**config.mk**
```make
export PLATFORM = sky130hd
export DESIGN_NAME = core_pipeline_controller_flat
export DESIGN_NICKNAME = d
export VERILOG_FILES = /design/src/rtl/core_pipeline_controller_if.sv /design/src/rtl/core_pipeline_controller.sv /design/src/flat_wrapper.sv
export SDC_FILE = /design/constraint.sdc
export NUM_CORES = 1
export LEC_CHECK = 0
export ABC_AREA = 0
export CAP_MARGIN = 20
export CORE_MARGIN = 3
export CORE_UTILIZATION = 38
export DETAILED_ROUTE_END_ITERATION = 6
export GPL_ROUTABILITY_DRIVEN = 0
export PLACE_DENSITY = 0.77
export SLEW_MARGIN = 20
export SYNTH_ARGS = -nofsm -noshare
export SYNTH_HDL_FRONTEND = slang
export SYNTH_SLANG_ARGS = --single-unit
```
**constraint.sdc**
```tcl
create_clock -name clk -period 6.4 [get_ports clk]
set_input_delay 1.28 -clock clk [delete_from_list [all_inputs] [get_ports clk]]
set_output_delay 1.28 -clock clk [all_outputs]
set_load 0.01 [all_outputs]
```
**src/rtl/core_pipeline_controller_if.sv**
```systemverilog
// Pipeline-control bundle between the core datapath and core_pipeline_controller.
// The master modport is the controller side; slave is the datapath/CSR side.
interface core_pipeline_controller_if #(
  parameter int IRQ_NUM = 4
);
  logic               ex_valid;
  logic               id_valid;
  logic [31:0]        if_pc;
  logic [31:0]        id_pc;
  logic [31:0]        ex_next_pc;
  logic               jump_en_ex;
  logic [31:0]        jump_addr_ex;
  logic               exception_returned;
  logic               wait_for_interrupt;
  logic               load_use_hazard;
  logic               mem_busy;
  logic [IRQ_NUM-1:0] irq_pending;
  logic [IRQ_NUM-1:0] irq_enable;
  logic               global_ie;
  logic [31:0]        mtvec;

  logic               hold_pc;
  logic               hold_if_id;
  logic               hold_ex;
  logic               flush_if_id;
  logic               flush_id_ex;
  logic               pc_jump_en;
  logic [31:0]        pc_jump_addr;
  logic               trap_enter;
  logic [31:0]        trap_mepc;
  logic [31:0]        trap_mcause;
  logic               core_sleeping;

  modport master (
    input  ex_valid, id_valid, if_pc, id_pc, ex_next_pc, jump_en_ex, jump_addr_ex,
           exception_returned, wait_for_interrupt, load_use_hazard, mem_busy,
           irq_pending, irq_enable, global_ie, mtvec,
    output hold_pc, hold_if_id, hold_ex, flush_if_id, flush_id_ex, pc_jump_en,
           pc_jump_addr, trap_enter, trap_mepc, trap_mcause, core_sleeping
  );

  modport slave (
    output ex_valid, id_valid, if_pc, id_pc, ex_next_pc, jump_en_ex, jump_addr_ex,
           exception_returned, wait_for_interrupt, load_use_hazard, mem_busy,
           irq_pending, irq_enable, global_ie, mtvec,
    input  hold_pc, hold_if_id, hold_ex, flush_if_id, flush_id_ex, pc_jump_en,
           pc_jump_addr, trap_enter, trap_mepc, trap_mcause, core_sleeping
  );
endinterface

```
**src/rtl/core_pipeline_controller.sv**
```systemverilog
// Hold/flush/redirect sequencer for the three-stage core, including interrupt
// arbitration, one-cycle trap entry and WFI sleep.
module core_pipeline_controller #(
  parameter int IRQ_NUM        = 4,
  parameter int IRQ_CAUSE_BASE = 16
) (
  input  logic                       clk,
  input  logic                       rst,
  core_pipeline_controller_if.master ctl
);

  typedef enum logic [1:0] {RUN, SLEEP, TRAP} state_e;

  state_e             state_q, state_d;
  logic [31:0]        mepc_q, mepc_d;
  logic [31:0]        cause_q, cause_d;
  logic [31:0]        resume_q, resume_d;
  logic [IRQ_NUM-1:0] irq_masked;
  logic               irq_hit;
  logic [30:0]        irq_code;

  assign irq_masked = ctl.irq_pending & ctl.irq_enable;
  assign irq_hit    = |irq_masked;

  // Walk downwards so the lowest asserted line is the one that sticks.
  always_comb begin
    irq_code = 31'(IRQ_CAUSE_BASE);
    for (int i = IRQ_NUM - 1; i >= 0; i--) begin
      if (irq_masked[i]) irq_code = 31'(IRQ_CAUSE_BASE + i);
    end
  end

  // NOTE: state uses non-blocking assignments so every register samples the
  // pre-edge value of its neighbours regardless of statement order.
  always_ff @(posedge clk) begin
    if (rst) begin
      state_q  <= RUN;
      mepc_q   <= '0;
      cause_q  <= '0;
      resume_q <= '0;
    end else begin
      state_q  <= state_d;
      mepc_q   <= mepc_d;
      cause_q  <= cause_d;
      resume_q <= resume_d;
    end
  end

  // NOTE: every output and next-state value gets a default first, so no path
  // through the case statement can leave one unassigned and infer a latch.
  always_comb begin
    state_d           = state_q;
    mepc_d            = mepc_q;
    cause_d           = cause_q;
    resume_d          = resume_q;
    ctl.hold_pc       = 1'b0;
    ctl.hold_if_id    = 1'b0;
    ctl.hold_ex       = 1'b0;
    ctl.flush_if_id   = 1'b0;
    ctl.flush_id_ex   = 1'b0;
    ctl.pc_jump_en    = 1'b0;
    ctl.pc_jump_addr  = '0;
    ctl.trap_enter    = 1'b0;
    ctl.trap_mepc     = '0;
    ctl.trap_mcause   = '0;
    ctl.core_sleeping = 1'b0;

    if (rst) begin
      ctl.flush_if_id = 1'b1;
      ctl.flush_id_ex = 1'b1;
    end else begin
      unique case (state_q)
        RUN: begin
          if (ctl.mem_busy) begin
            ctl.hold_pc    = 1'b1;
            ctl.hold_if_id = 1'b1;
            ctl.hold_ex    = 1'b1;
          end else if (ctl.global_ie && irq_hit && !ctl.exception_returned) begin
            // EX commits this cycle, so mepc is where it would have gone next.
            mepc_d = ctl.ex_valid ? (ctl.jump_en_ex ? ctl.jump_addr_ex : ctl.ex_next_pc)
                                  : (ctl.id_valid ? ctl.id_pc : ctl.if_pc);
            cause_d         = {1'b1, irq_code};
            ctl.flush_if_id = 1'b1;
            ctl.flush_id_ex = 1'b1;
            ctl.hold_pc     = 1'b1;
            state_d         = TRAP;
          end else if (ctl.ex_valid && ctl.jump_en_ex) begin
            ctl.pc_jump_en   = 1'b1;
            ctl.pc_jump_addr = ctl.jump_addr_ex;
            ctl.flush_if_id  = 1'b1;
            ctl.flush_id_ex  = 1'b1;
          end else if (ctl.ex_valid && ctl.wait_for_interrupt) begin
            resume_d        = ctl.ex_next_pc;
            ctl.hold_pc     = 1'b1;
            ctl.hold_if_id  = 1'b1;
            ctl.flush_id_ex = 1'b1;
            state_d         = SLEEP;
          end else if (ctl.load_use_hazard) begin
            ctl.hold_pc     = 1'b1;
            ctl.hold_if_id  = 1'b1;
            ctl.flush_id_ex = 1'b1;
          end
        end

        SLEEP: begin
          ctl.core_sleeping = 1'b1;
          ctl.hold_pc       = 1'b1;
          ctl.hold_if_id    = 1'b1;
          ctl.flush_id_ex   = 1'b1;
          if (irq_hit) begin
            if (ctl.global_ie) begin
              mepc_d  = resume_q;
              cause_d = {1'b1, irq_code};
              state_d = TRAP;
            end else begin
              state_d = RUN;
            end
          end
        end

        TRAP: begin
          ctl.trap_enter   = 1'b1;
          ctl.trap_mepc    = mepc_q;
          ctl.trap_mcause  = cause_q;
          ctl.pc_jump_en   = 1'b1;
          ctl.flush_if_id  = 1'b1;
          ctl.flush_id_ex  = 1'b1;
          // Vectored mode offsets the base by 4 * cause code.
          ctl.pc_jump_addr = (ctl.mtvec[1:0] == 2'b01)
                           ? {ctl.mtvec[31:2], 2'b00} + {cause_q[29:0], 2'b00}
                           : {ctl.mtvec[31:2], 2'b00};
          state_d          = RUN;
        end

        default: state_d = RUN;
      endcase
    end
  end

endmodule

```
**src/flat_wrapper.sv**
```systemverilog
// flat-port wrapper written by rule: the top's interface ports become plain ports
module core_pipeline_controller_flat 
#(
  parameter int IRQ_NUM        = 4,
  parameter int IRQ_CAUSE_BASE = 16
)
  (clk, rst, ctl_ex_valid, ctl_id_valid, ctl_if_pc, ctl_id_pc, ctl_ex_next_pc, ctl_jump_en_ex, ctl_jump_addr_ex, ctl_exception_returned, ctl_wait_for_interrupt, ctl_load_use_hazard, ctl_mem_busy, ctl_irq_pending, ctl_irq_enable, ctl_global_ie, ctl_mtvec, ctl_hold_pc, ctl_hold_if_id, ctl_hold_ex, ctl_flush_if_id, ctl_flush_id_ex, ctl_pc_jump_en, ctl_pc_jump_addr, ctl_trap_enter, ctl_trap_mepc, ctl_trap_mcause, ctl_core_sleeping);
  core_pipeline_controller_if #(.IRQ_NUM(IRQ_NUM)) ctl_i ();
  input  logic clk;
  input  logic rst;
  input wire logic [$bits(ctl_i.ex_valid)-1:0] ctl_ex_valid;
  input wire logic [$bits(ctl_i.id_valid)-1:0] ctl_id_valid;
  input wire logic [$bits(ctl_i.if_pc)-1:0] ctl_if_pc;
  input wire logic [$bits(ctl_i.id_pc)-1:0] ctl_id_pc;
  input wire logic [$bits(ctl_i.ex_next_pc)-1:0] ctl_ex_next_pc;
  input wire logic [$bits(ctl_i.jump_en_ex)-1:0] ctl_jump_en_ex;
  input wire logic [$bits(ctl_i.jump_addr_ex)-1:0] ctl_jump_addr_ex;
  input wire logic [$bits(ctl_i.exception_returned)-1:0] ctl_exception_returned;
  input wire logic [$bits(ctl_i.wait_for_interrupt)-1:0] ctl_wait_for_interrupt;
  input wire logic [$bits(ctl_i.load_use_hazard)-1:0] ctl_load_use_hazard;
  input wire logic [$bits(ctl_i.mem_busy)-1:0] ctl_mem_busy;
  input wire logic [$bits(ctl_i.irq_pending)-1:0] ctl_irq_pending;
  input wire logic [$bits(ctl_i.irq_enable)-1:0] ctl_irq_enable;
  input wire logic [$bits(ctl_i.global_ie)-1:0] ctl_global_ie;
  input wire logic [$bits(ctl_i.mtvec)-1:0] ctl_mtvec;
  output wire logic [$bits(ctl_i.hold_pc)-1:0] ctl_hold_pc;
  output wire logic [$bits(ctl_i.hold_if_id)-1:0] ctl_hold_if_id;
  output wire logic [$bits(ctl_i.hold_ex)-1:0] ctl_hold_ex;
  output wire logic [$bits(ctl_i.flush_if_id)-1:0] ctl_flush_if_id;
  output wire logic [$bits(ctl_i.flush_id_ex)-1:0] ctl_flush_id_ex;
  output wire logic [$bits(ctl_i.pc_jump_en)-1:0] ctl_pc_jump_en;
  output wire logic [$bits(ctl_i.pc_jump_addr)-1:0] ctl_pc_jump_addr;
  output wire logic [$bits(ctl_i.trap_enter)-1:0] ctl_trap_enter;
  output wire logic [$bits(ctl_i.trap_mepc)-1:0] ctl_trap_mepc;
  output wire logic [$bits(ctl_i.trap_mcause)-1:0] ctl_trap_mcause;
  output wire logic [$bits(ctl_i.core_sleeping)-1:0] ctl_core_sleeping;
  assign ctl_i.ex_valid = ctl_ex_valid;
  assign ctl_i.id_valid = ctl_id_valid;
  assign ctl_i.if_pc = ctl_if_pc;
  assign ctl_i.id_pc = ctl_id_pc;
  assign ctl_i.ex_next_pc = ctl_ex_next_pc;
  assign ctl_i.jump_en_ex = ctl_jump_en_ex;
  assign ctl_i.jump_addr_ex = ctl_jump_addr_ex;
  assign ctl_i.exception_returned = ctl_exception_returned;
  assign ctl_i.wait_for_interrupt = ctl_wait_for_interrupt;
  assign ctl_i.load_use_hazard = ctl_load_use_hazard;
  assign ctl_i.mem_busy = ctl_mem_busy;
  assign ctl_i.irq_pending = ctl_irq_pending;
  assign ctl_i.irq_enable = ctl_irq_enable;
  assign ctl_i.global_ie = ctl_global_ie;
  assign ctl_i.mtvec = ctl_mtvec;
  assign ctl_hold_pc = ctl_i.hold_pc;
  assign ctl_hold_if_id = ctl_i.hold_if_id;
  assign ctl_hold_ex = ctl_i.hold_ex;
  assign ctl_flush_if_id = ctl_i.flush_if_id;
  assign ctl_flush_id_ex = ctl_i.flush_id_ex;
  assign ctl_pc_jump_en = ctl_i.pc_jump_en;
  assign ctl_pc_jump_addr = ctl_i.pc_jump_addr;
  assign ctl_trap_enter = ctl_i.trap_enter;
  assign ctl_trap_mepc = ctl_i.trap_mepc;
  assign ctl_trap_mcause = ctl_i.trap_mcause;
  assign ctl_core_sleeping = ctl_i.core_sleeping;
  core_pipeline_controller #(.IRQ_NUM(IRQ_NUM), .IRQ_CAUSE_BASE(IRQ_CAUSE_BASE)) u_core (.clk(clk), .rst(rst), .ctl(ctl_i));
endmodule
```
==> results.md, run 1 <==
- Outcome: complete, no violations
- Largest family of logic cells by synthesized area: simple AND/OR/NAND/NOR gates
- Ratio of cells with drive above 1 in the final layout: 7.25%
- Setup TNS: 0 ps
- Fraction of synthesized area in multiplexers: a little under an eighth
- Kind of launch point of the worst setup path: primary input
- Slew of the pin with the lowest slew margin: 1130 ps
- Design Area, Final: 8300 um2
- Overall die width: 127 um
- Fin crit period: 5640 ps
- Basic-gate share of the synthesized area counting and, or, nand and nor cells: 24.3%
- Area occupied by multi-input gates: 3780 um2
- Sinks on Clock Net: 69
- Top flip-flop cell by instance count after synthesis: dfxtp_1
- Register area: 1380 um2
- Post CTS Setup Buffer Count: 0
- Standard-cell row count: 43
- Area of the die: between 15000 and 20000 um2
- Portion of synthesized cell area occupied by the leading cell type: 24.8%
- Total of fill cells in the finished design: 1334
- Compound-Gate Fraction of Synth Area: 22.9%
- Most common library cell in the layout ignoring fill and taps: clkdlybuf4s50_1
- Count of nets left with antenna violations after detail routing: 0
- Hold Path Class: reg2reg
- Antenna violations before repair: 0
- Number of hold buffers added after cts: 0
- Clock Tree Root: clkbuf_16
- Clk Latency, worst-skew pair: 330 ps
- Buffers on Ports: 253
- Cell Count Post-Placement: 1073
- Number of instances resized during post-cts repair: 0
- H-Tree Level Count: 3
- Global routing usage summed across all routing layers: 23.4%
- Final-report setup violation count: 0
- Initial standard-cell utilization of the core: roughly two fifths
- Flops & latches, synth: 69
- Final Max Tran Viols: 0
- Largest cells by area after synthesis: dfxtp_1 (25%), mux2i_1 (12%), a211oi_1 (9.4%)
- Number of CTS-inserted buffers: 9
- Gate count after technology mapping: 693
- Pwr dens: approximately 160 nW/um2
- Clock tree from TritonCTS: done
- Adder-cell area share of the yosys netlist: 1.93%
- Final net count: about 1100
- Half-perimeter wire length of the detailed placement result: 14200 um
- Global-route wire length before repair: 30100 um
- Critical Path RT: 5120 ps
- Final Instance Count excl. Fillers: roughly 1100
- Average size of a mapped cell: about 8.0 um2
- Bufs on Longest Clock Path: 2
- Drt pass-1 iters: 5
- Category of the critical setup timing path: in2out
- Synth-to-Final Area Change: 49.1%
- Unrepaired setup endpoints after global routing: false
- Hold Fails Final Rpt: 0
- Static Leakage: 3.18 nW
- Largest net degree at the start of global routing: 77
- Total length of routed wires: 19700 um
- Cell Area, Placed: roughly 8000 um2
- Timing-limited maximum frequency: 0.177 GHz
- Final worst-path setup slack: 763 ps
- Total standard cell area after synthesis: 5570 um2
- Critical path peak fanout: 5
- Share of the synthesized netlist area taken by xor and xnor gates: 4.40%
- Post-placement worst setup slack: 849 ps
- Number of enable flip-flop cells after synthesis: 0
- Fin crit share: between 80 and 90%
- Synthesis warning total: 0
- Drc violations: 0
- Number of antenna cells inserted: 0
- Vertical extent of the die: roughly 130 um
- Share of async-settable or async-resettable flops after synthesis: 0%
- Clock-pin slew reported for the worst setup and hold paths after clock tree synthesis: 60 ps
- Relative slew slack: between 20 and 25%
- Number of DRC markers in iteration 0: 348
- Cell accounting for the most synthesized area: dfxtp_1
- Max_cap viols: 0
- Core region area: approximately 14000 um2
- CP arrival: 4360 ps
- Remaining global-route overflow: 0
- Cell variety after synth: 48
- Peak ir drop on the vdd network: 0.114 mV
- Most frequent cells in the layout: clkdlybuf4s50_1 (249), nor2_1 (81), a211oi_1 (70)
- Critical Path Sink Type: output port
- Boundary Pins: 282
- Vias in the first global route: 5609
- Final worst clock skew: 5.39 ps
- Part of the Yosys area used for sequential elements: between 20% and 30%
- Wire length per cell: 18.1 um
- Total vias in the final route: ~5800
- Detail-routed via count per cell: 5.34
[stage by stage]
stage / power, mW / hold slack (ps) / util [%]
3_5_place_dp: 0.843 / 475 / 56.5
3_3_place_gp: 0.840 / 471 / 56.5
6_report: 1.34 / 482 / 58.9
5_1_grt: 1.40 / 501 / 58.9
4_1_cts: 1.35 / 487 / 58.7
2_1_floorplan: 0.659 / 458 / -
[critical path, stage by stage]
cell	delay, ps
clkdlybuf4s50_1	480
ha_1	210
fa_1	240
a41oi_1	320
nor3_1	650
nand4_1	190
xor2_1	180
o21ai_0	210
clkdlybuf4s50_1	590
[path summary, 6_finish.rpt]
path / cells past startpoint / slack (ps) / from / to
max: 9 / 760 / ctl_mtvec[2] / ctl_pc_jump_addr[22]
min: 2 / 480 / u_core.mepc_q[1] / u_core.mepc_q[1]
max reg2reg: 7 / 3510 / u_core.state_q[1] / u_core.cause_q[0]
min reg2reg: 2 / 480 / u_core.mepc_q[1] / u_core.mepc_q[1]
[flip-flops by register name, summed over array words and instances, names as in the netlist]
signal / cells
u_core.cause_q: 3
u_core.state_q: 2
u_core.resume_q: 32
u_core.mepc_q: 32
[report_power, final]
group          total, mW  switching [mW]  internal, mW
Sequential         0.456         0.00918         0.447
Combinational      0.382           0.182         0.200
Clock              0.501           0.190         0.311
[metal layers]
layer / routed length, um / global-route usage, % / up-vias
met2: 9530 / 40.1 / 234
met5: 0 / 0 / -
li1: - / - / 2849
met1: 8230 / 28.9 / 2710
met3: 1540 / 5.48 / 31
met4: 446 / 7.70 / 0
[logic make-up (layout without fill, tap and decap cells)]
group           count (synthesis)  in the layout
xor+xnor                       28             28
simple gates                  269            269
other cells                     1             28
buf+inv                        93            283
fa+ha+maj                       8              8
mux                            66             66
compound gates                159            159
flops                          69             69
[cell usage after synthesis (2+ instances only)]
cell type / count
a211oi_1: 70
a211oi_2: 29
a21o_1: 2
a21oi_1: 12
a22o_1: 6
a22oi_2: 2
and2_1: 40
and3_1: 2
and4_1: 2
buf_1: 4
buf_2: 15
buf_4: 33
buf_6: 7
clkbuf_1: 28
dfxtp_1: 69
ha_1: 7
inv_1: 6
mux2i_1: 66
nand2_1: 38
nand2b_1: 3
nand3_1: 9
nand3b_1: 2
nand4_1: 16
nor2_1: 81
nor2b_1: 35
nor3_1: 35
o21ai_0: 24
o21ai_1: 3
or3_1: 2
xor2_1: 27
[area by class of cell]
class	instances	area share, %
Multi-Input combinational cell	558	45.5
Inverter	6	0.271
Sequential cell	69	16.6
Timing Repair Buffer	261	31.3
Clock inverter	6	0.754
Clock buffer	10	2.88
Tap cell	180	2.71
No activity file was read; power rests on OpenSTA's default activity.
==> run 2, diff against run 1 <==
Settings changed: PLACE_DENSITY 0.77 to 0.8.
==> run 2 against run 1 <==
  * Clock-buffer cell count rose by 4
  * Sequential power barely moved
  * Die area did not move
  * Global-route usage fell by 0.40 points
  * Register-to-register slack improved by 110 ps
  * Hold slack improved by 0.71 ps
  * Worst setup slack improved by 56 ps
  * Critical path depth did not move
  * Critical endpoint is now ctl_pc_jump_addr[30]
  * Largest cell class unchanged
  * Largest power group unchanged
  * Highest routed layer unchanged
==> results.md, run 2 (synthesized netlist as in run 1, its figures left out) <==
- Clock Tree Root: clkbuf_16
- Clock-pin slew reported for the worst setup and hold paths after clock tree synthesis: 50 ps (about the same)
- Timing-limited maximum frequency: 0.179 GHz (+1.0%)
- Number of DRC markers in iteration 0: 295 (-15%)
- Relative slew slack: 31.3% (+6.8 points)
- Met1 demand-to-capacity share in global routing: 29.2% (+0.29 points)
- Wire length per cell: 18.0 um (-0.45%)
- Final worst clock skew: 4.98 ps (-0.406 ps)
- Final-report setup violation count: 0 (unchanged)
- Remaining global-route overflow: 0 (unchanged)
- Fin crit period: 5580 ps (-55.9 ps)
- Global routing usage summed across all routing layers: 23.0% (-0.40 points)
- Buffers on Ports: 253 (unchanged)
- Detail-routed via count per cell: 5.33 (-0.22%)
- Clk Latency, worst-skew pair: 320 ps (about the same)
- Area of the die: 16100 um2 (unchanged)
- Number of antenna cells inserted: 0 (unchanged)
- Drt pass-1 iters: 4 (-1)
- Peak ir drop on the vdd network: 0.106 mV (-6.4%)
- Clock tree from TritonCTS: done
- Count of nets left with antenna violations after detail routing: 0 (unchanged)
- Outcome: complete, no violations
- Kind of launch point of the worst setup path: primary input
- Critical Path Sink Type: output port
- Global routing met2 resource utilization: 39.3% (-0.84 points)
- Library cell contributing the largest single delay on the critical path: clkdlybuf4s50_1
- Boundary Pins: 282 (unchanged)
- Final Max Tran Viols: 0 (unchanged)
- Max_cap viols: 0 (unchanged)
- Vias in the first global route: 5425 (-3.3%)
- Post CTS Setup Buffer Count: 0 (unchanged)
- CP arrival: 4300 ps (-60 ps)
- Core region area: 14100 um2 (unchanged)
- Cell Count Post-Placement: 1073 (unchanged)
- Hold Path Class: reg2reg
- Hold Fails Final Rpt: 0 (unchanged)
- Vertical extent of the die: 127 um (unchanged)
- Most frequent cells in the layout: clkdlybuf4s50_1 (249), nor2_1 (81), a211oi_1 (70)
- Synth-to-Final Area Change: 49.0% (about the same)
- Total vias in the final route: 5811 (-0.22%)
- Most common library cell in the layout ignoring fill and taps: clkdlybuf4s50_1
- Pwr dens: 157 nW/um2 (-2.6%)
- Global-route wire length before repair: 29600 um (-1.8%)
- Most used cell along the critical path: clkdlybuf4s50_1
- Half-perimeter wire length of the detailed placement result: 14200 um (-0.33%)
- Category of the critical setup timing path: in2out
- Number of buffers and inverters on the critical path: 2 (unchanged)
- Slew of the pin with the lowest slew margin: 1030 ps (-102 ps)
- Sinks on Clock Net: 69 (unchanged)
- Number of hold buffers added after cts: 0 (unchanged)
- Critical Path RT: 5120 ps (about the same)
- Setup TNS: 0 ps (unchanged)
- Fin crit share: 87.2% (-0.87 points)
- Post-placement worst setup slack: 846 ps (-3.70 ps)
- Initial standard-cell utilization of the core: 39.5% (unchanged)
- Kind of cell with the highest combined delay on the critical path: buffers and inverters
- Standard-cell row count: 43 (unchanged)
- Ratio of cells with drive above 1 in the final layout: 7.03% (-0.22 points)
- Overall die width: 127 um (unchanged)
- Most heavily used metal layer in global routing: met2
- Static Leakage: 3.19 nW (+0.29%)
- Number of instances resized during post-cts repair: 0 (unchanged)
- Total length of routed wires: 19700 um (-0.45%)
- Drc violations: 0 (unchanged)
- Final net count: 1092 (+0.092%)
- Critical path peak fanout: 4 (-1)
- Worst path cell trace: clkdlybuf4s50_1 > ha_1 > fa_1 > a41oi_1 > nor3_1 > nand4_1 > xor2_1 > o21ai_0 > clkdlybuf4s50_1
- Largest net degree at the start of global routing: 77 (unchanged)
- Unrepaired setup endpoints after global routing: false
- Number of CTS-inserted buffers: 9 (unchanged)
- Final worst-path setup slack: 819 ps (+55.9 ps)
- Top Registers: u_core.mepc_q x32, u_core.resume_q x32, u_core.cause_q x3
- Antenna violations before repair: 0 (unchanged)
- H-Tree Level Count: 3 (unchanged)
- Critical Path Max Stage Delay: 610 ps (-40 ps)
- Met3 routing resource usage after global routing: 6.15% (+0.67 points)
- Bufs on Longest Clock Path: 2 (unchanged)
- Final Instance Count excl. Fillers: 1090 (unchanged)
==> run 2: final timing paths <==
check             cells after the start         startpoint              endpoint  slack [ps]
setup / recovery                      9       ctl_mtvec[2]  ctl_pc_jump_addr[30]         820
hold / removal                        2   u_core.mepc_q[2]      u_core.mepc_q[2]         480
setup reg to reg                      7  u_core.state_q[1]     u_core.mepc_q[30]        3620
hold reg to reg                       2   u_core.mepc_q[2]      u_core.mepc_q[2]         480
==> run 2: through the flow <==
| step | cell area (um2) | hold slack (ps) | total power [mW] | util (%) |
|---|---|---|---|---|
| 3_3_place_gp | 7970 | 473 | 0.839 | 56.5 |
| 5_1_grt | 8300 | 503 | 1.37 | 58.9 |
| 2_1_floorplan | 5670 | 458 | 0.659 | - |
| 6_report | 8300 | 483 | 1.30 | 58.9 |
| 3_5_place_dp | 7970 | 475 | 0.842 | 56.5 |
| 4_1_cts | 8250 | 486 | 1.31 | 58.5 |
==> run 2: layer usage <==
metal	routed length (um)	part of all wire, %	up-vias
li1	-	-	2858
met1	8200	42	2686
met2	9590	49	255
met3	1660	8.4	12
met4	208	1.1	0
met5	0	0	-
==> run 2: cell type report <==
type	instances	area (um2)
fill	1275	5800
multi-input combinational	558	3780
timing repair buffer	262	2610
sequential	69	1380
clock buffer	14	274
tap	180	225
inverter	6	22.5
clock inverter	1	5.00
==> run 2: where the power goes <==
| part | leakage, nW | switching, mW | internal (mW) |
|---|---|---|---|
| logic | 2.49 | 0.182 | 0.200 |
| registers | 0.560 | 0.00901 | 0.447 |
| clock network | 0.139 | 0.175 | 0.292 |
| total | 3.19 | 0.365 | 0.939 |
==> run 2: worst reg2reg max path, delay by kind of cell (launching register included) <==
family	cells	cell delay (ps)
compound gates	2	830
simple gates	2	290
fa+ha+maj	1	800
flops	1	320
buf+inv	2	380
==> run 3, diff against run 2 <==
Settings changed: CORE_UTILIZATION 38 to 44, HOLD_SLACK_MARGIN set to 0.03, PLACE_DENSITY 0.8 to 0.9.
==> run 3 against run 2 <==
  * Sequential share of layout area rose by 0.11 points
  * Wire length rose by 0.39%
  * Non-clock buffer count fell by 1
  * Hold slack improved by 0.56 ps
  * Die area fell by 13%
==> results.md, run 3 (synthesized netlist as in run 1, its figures left out) <==
- Fin crit period: 5430 ps (-148 ps)
- Number of CTS-inserted buffers: 9 (unchanged)
- Core region area: 12200 um2 (-13%)
- H-Tree Level Count: 3 (unchanged)
- Final worst-path setup slack: 967 ps (+148 ps)
- Drt pass-1 iters: 5 (+1)
- Slew of the pin with the lowest slew margin: 1130 ps (+95.1 ps)
- Standard-cell row count: 40 (-7.0%)
- Bufs on Longest Clock Path: 2 (unchanged)
- Count of nets left with antenna violations after detail routing: 0 (unchanged)
- Drc violations: 0 (unchanged)
- Critical Path RT: 5120 ps (about the same)
- Worst hold slack: 484 ps (+0.556 ps)
- Worst path cell trace: clkdlybuf4s50_1 > ha_1 > fa_1 > a41oi_1 > nor3_1 > nand3_1 > xor2_1 > o21ai_0 > clkdlybuf4s50_1
- Number of buffers and inverters on the critical path: 2 (unchanged)
- Total length of routed wires: 19700 um (+0.39%)
- Largest net degree at the start of global routing: 78 (+1.3%)
- Wire length per cell: 18.3 um (+1.5%)
- Unrepaired setup endpoints after global routing: false
- Initial standard-cell utilization of the core: 45.6% (+6.1 points)
- Total vias in the final route: 5939 (+2.2%)
- Fin crit share: 84.9% (-2.3 points)
- Count of cell instances traversed by the critical path: 9 (unchanged)
- Ratio of cells with drive above 1 in the final layout: 6.81% (-0.22 points)
- Number of DRC markers in iteration 0: 419 (+42%)
- Setup TNS: 0 ps (unchanged)
- Global routing usage summed across all routing layers: 26.9% (+4.0 points)
- Sinks on Clock Net: 69 (unchanged)
- Critical path peak fanout: 5 (+1)
- Total length of routed met3 wires: 1650 um (-0.24%)
- Post-Route M1 WL: 8010 um (-2.3%)
- Clk Latency, worst-skew pair: 320 ps (about the same)
- Vias in the first global route: 5868 (+8.2%)
- Number of hold buffers added after cts: 0 (unchanged)
- Total of fill cells in the finished design: 1008 (-21%)
- Worst hold path startpoint: u_core.mepc_q[18]
- Area of the die: 14000 um2 (-13%)
- Final net count: 1091 (-0.092%)
- Design Area, Final: 8250 um2 (-0.66%)
- Most frequent cells in the layout: clkdlybuf4s50_1 (249), nor2_1 (81), a211oi_1 (70)
- Peak ir drop on the vdd network: 0.137 mV (+28%)
- Power, Total: 1.30 mW (-0.42%)
- Post CTS Setup Buffer Count: 0 (unchanged)
- Vertical extent of the die: 119 um (-6.7%)
- Most common library cell in the layout ignoring fill and taps: clkdlybuf4s50_1
- Global-route wire length before repair: 30600 um (+3.6%)
- Timing-limited maximum frequency: 0.184 GHz (+2.7%)
- Post-placement worst setup slack: 908 ps (+62.3 ps)
- Reg-to-reg critical path startpoint: u_core.state_q[1]
- Final Max Tran Viols: 0 (unchanged)
- Category of the critical setup timing path: in2out
- Hold Path Class: reg2reg
- Boundary Pins: 282 (unchanged)
- Hold Fails Final Rpt: 0 (unchanged)
- Half-perimeter wire length of the detailed placement result: 14100 um (-0.49%)
- Number of antenna cells inserted: 0 (unchanged)
- Kind of launch point of the worst setup path: primary input
- Terminus of the critical flop-to-flop path: u_core.mepc_q[19]
- Overall die width: 119 um (-6.7%)
- Uppermost layer routed: met4
- Cell Area, Placed: 7960 um2 (about the same)
- Depth of the most critical reg-to-reg path: 7 (unchanged)
- Synth-to-Final Area Change: 48.1%
- Static Leakage: 3.17 nW (-0.46%)
- Max_cap viols: 0 (unchanged)
- Top Registers: u_core.mepc_q x32, u_core.resume_q x32, u_core.cause_q x3
- Remaining global-route overflow: 0 (unchanged)
- Antenna violations before repair: 0 (unchanged)
- Critical Path Max Stage Delay: 570 ps (-40 ps)
- Reg-to-reg slack, setup: 3350 ps (-270 ps)
- Count of cells along the worst hold path: 2 (unchanged)
- CP arrival: 4150 ps (-150 ps)
- Clock-pin slew reported for the worst setup and hold paths after clock tree synthesis: 50 ps (about the same)
- Clock tree from TritonCTS: done
- Clock Tree Root: clkbuf_16
- Routed length on met2: 9570 um (-0.15%)
- Final worst clock skew: 6.83 ps (+1.85 ps)
- Critical Path Sink Type: output port
- Pwr dens: 158 nW/um2 (+0.25%)
- Library cell contributing the largest single delay on the critical path: clkdlybuf4s50_1
- Final-report setup violation count: 0 (unchanged)
- Relative slew slack: 25.0% (-6.3 points)
- Detail-routed via count per cell: 5.51 (+3.3%)
- Most used cell along the critical path: clkdlybuf4s50_1
- Min-Delay Endpoint: u_core.mepc_q[18]
- Number of instances resized during post-cts repair: 0 (unchanged)
- Buffers on Ports: 253 (unchanged)
- Outcome: complete, no violations
- Kind of cell with the highest combined delay on the critical path: buffers and inverters
run 3: tightest hold or removal path: stages, from the launching register on:
cell and delay (ps):
dfxtp_1 300, nor2_1 90, nor3_1 50
run 3: layer usage:
metal	vias up	global-route usage, %
li1	2857	-
met1	2770	31.9
met2	281	47.1
met3	31	7.08
met4	0	9.27
met5	-	0
run 3: worst max path at each step:
stage                             from                    to  slack, ps
after floorplan           ctl_mtvec[2]  ctl_pc_jump_addr[12]       2350
after global placement    ctl_mtvec[2]  ctl_pc_jump_addr[22]       1000
after detailed placement  ctl_mtvec[2]  ctl_pc_jump_addr[18]        910
after CTS                 ctl_mtvec[2]  ctl_pc_jump_addr[18]        900
after global routing      ctl_mtvec[2]  ctl_pc_jump_addr[28]        670
final                     ctl_mtvec[2]  ctl_pc_jump_addr[18]        970
run 3: layout make-up:
type / instances / area [um2] / share of cell area, %
clock buffers: 15 / 268 / 3.25
clock inverters: 1 / 5.00 / 0.0607
inverters: 6 / 22.5 / 0.273
multi-input cells: 558 / 3790 / 45.9
flip-flops and latches: 69 / 1380 / 16.8
well taps: 168 / 210 / 2.55
repair buffers: 261 / 2570 / 31.2
run 3: metrics by stage:
step	utilization (%)	std cells
final	67.5	1078
after global routing	67.5	1078
after CTS	67.4	1078
after detailed placement	65.2	1062
after global placement	65.2	1062
after floorplan	-	720
run 3: power by group:
group	internal (mW)	switching (mW)
registers	0.447	0.00950
clock network	0.284	0.177
logic	0.199	0.183
total	0.929	0.369
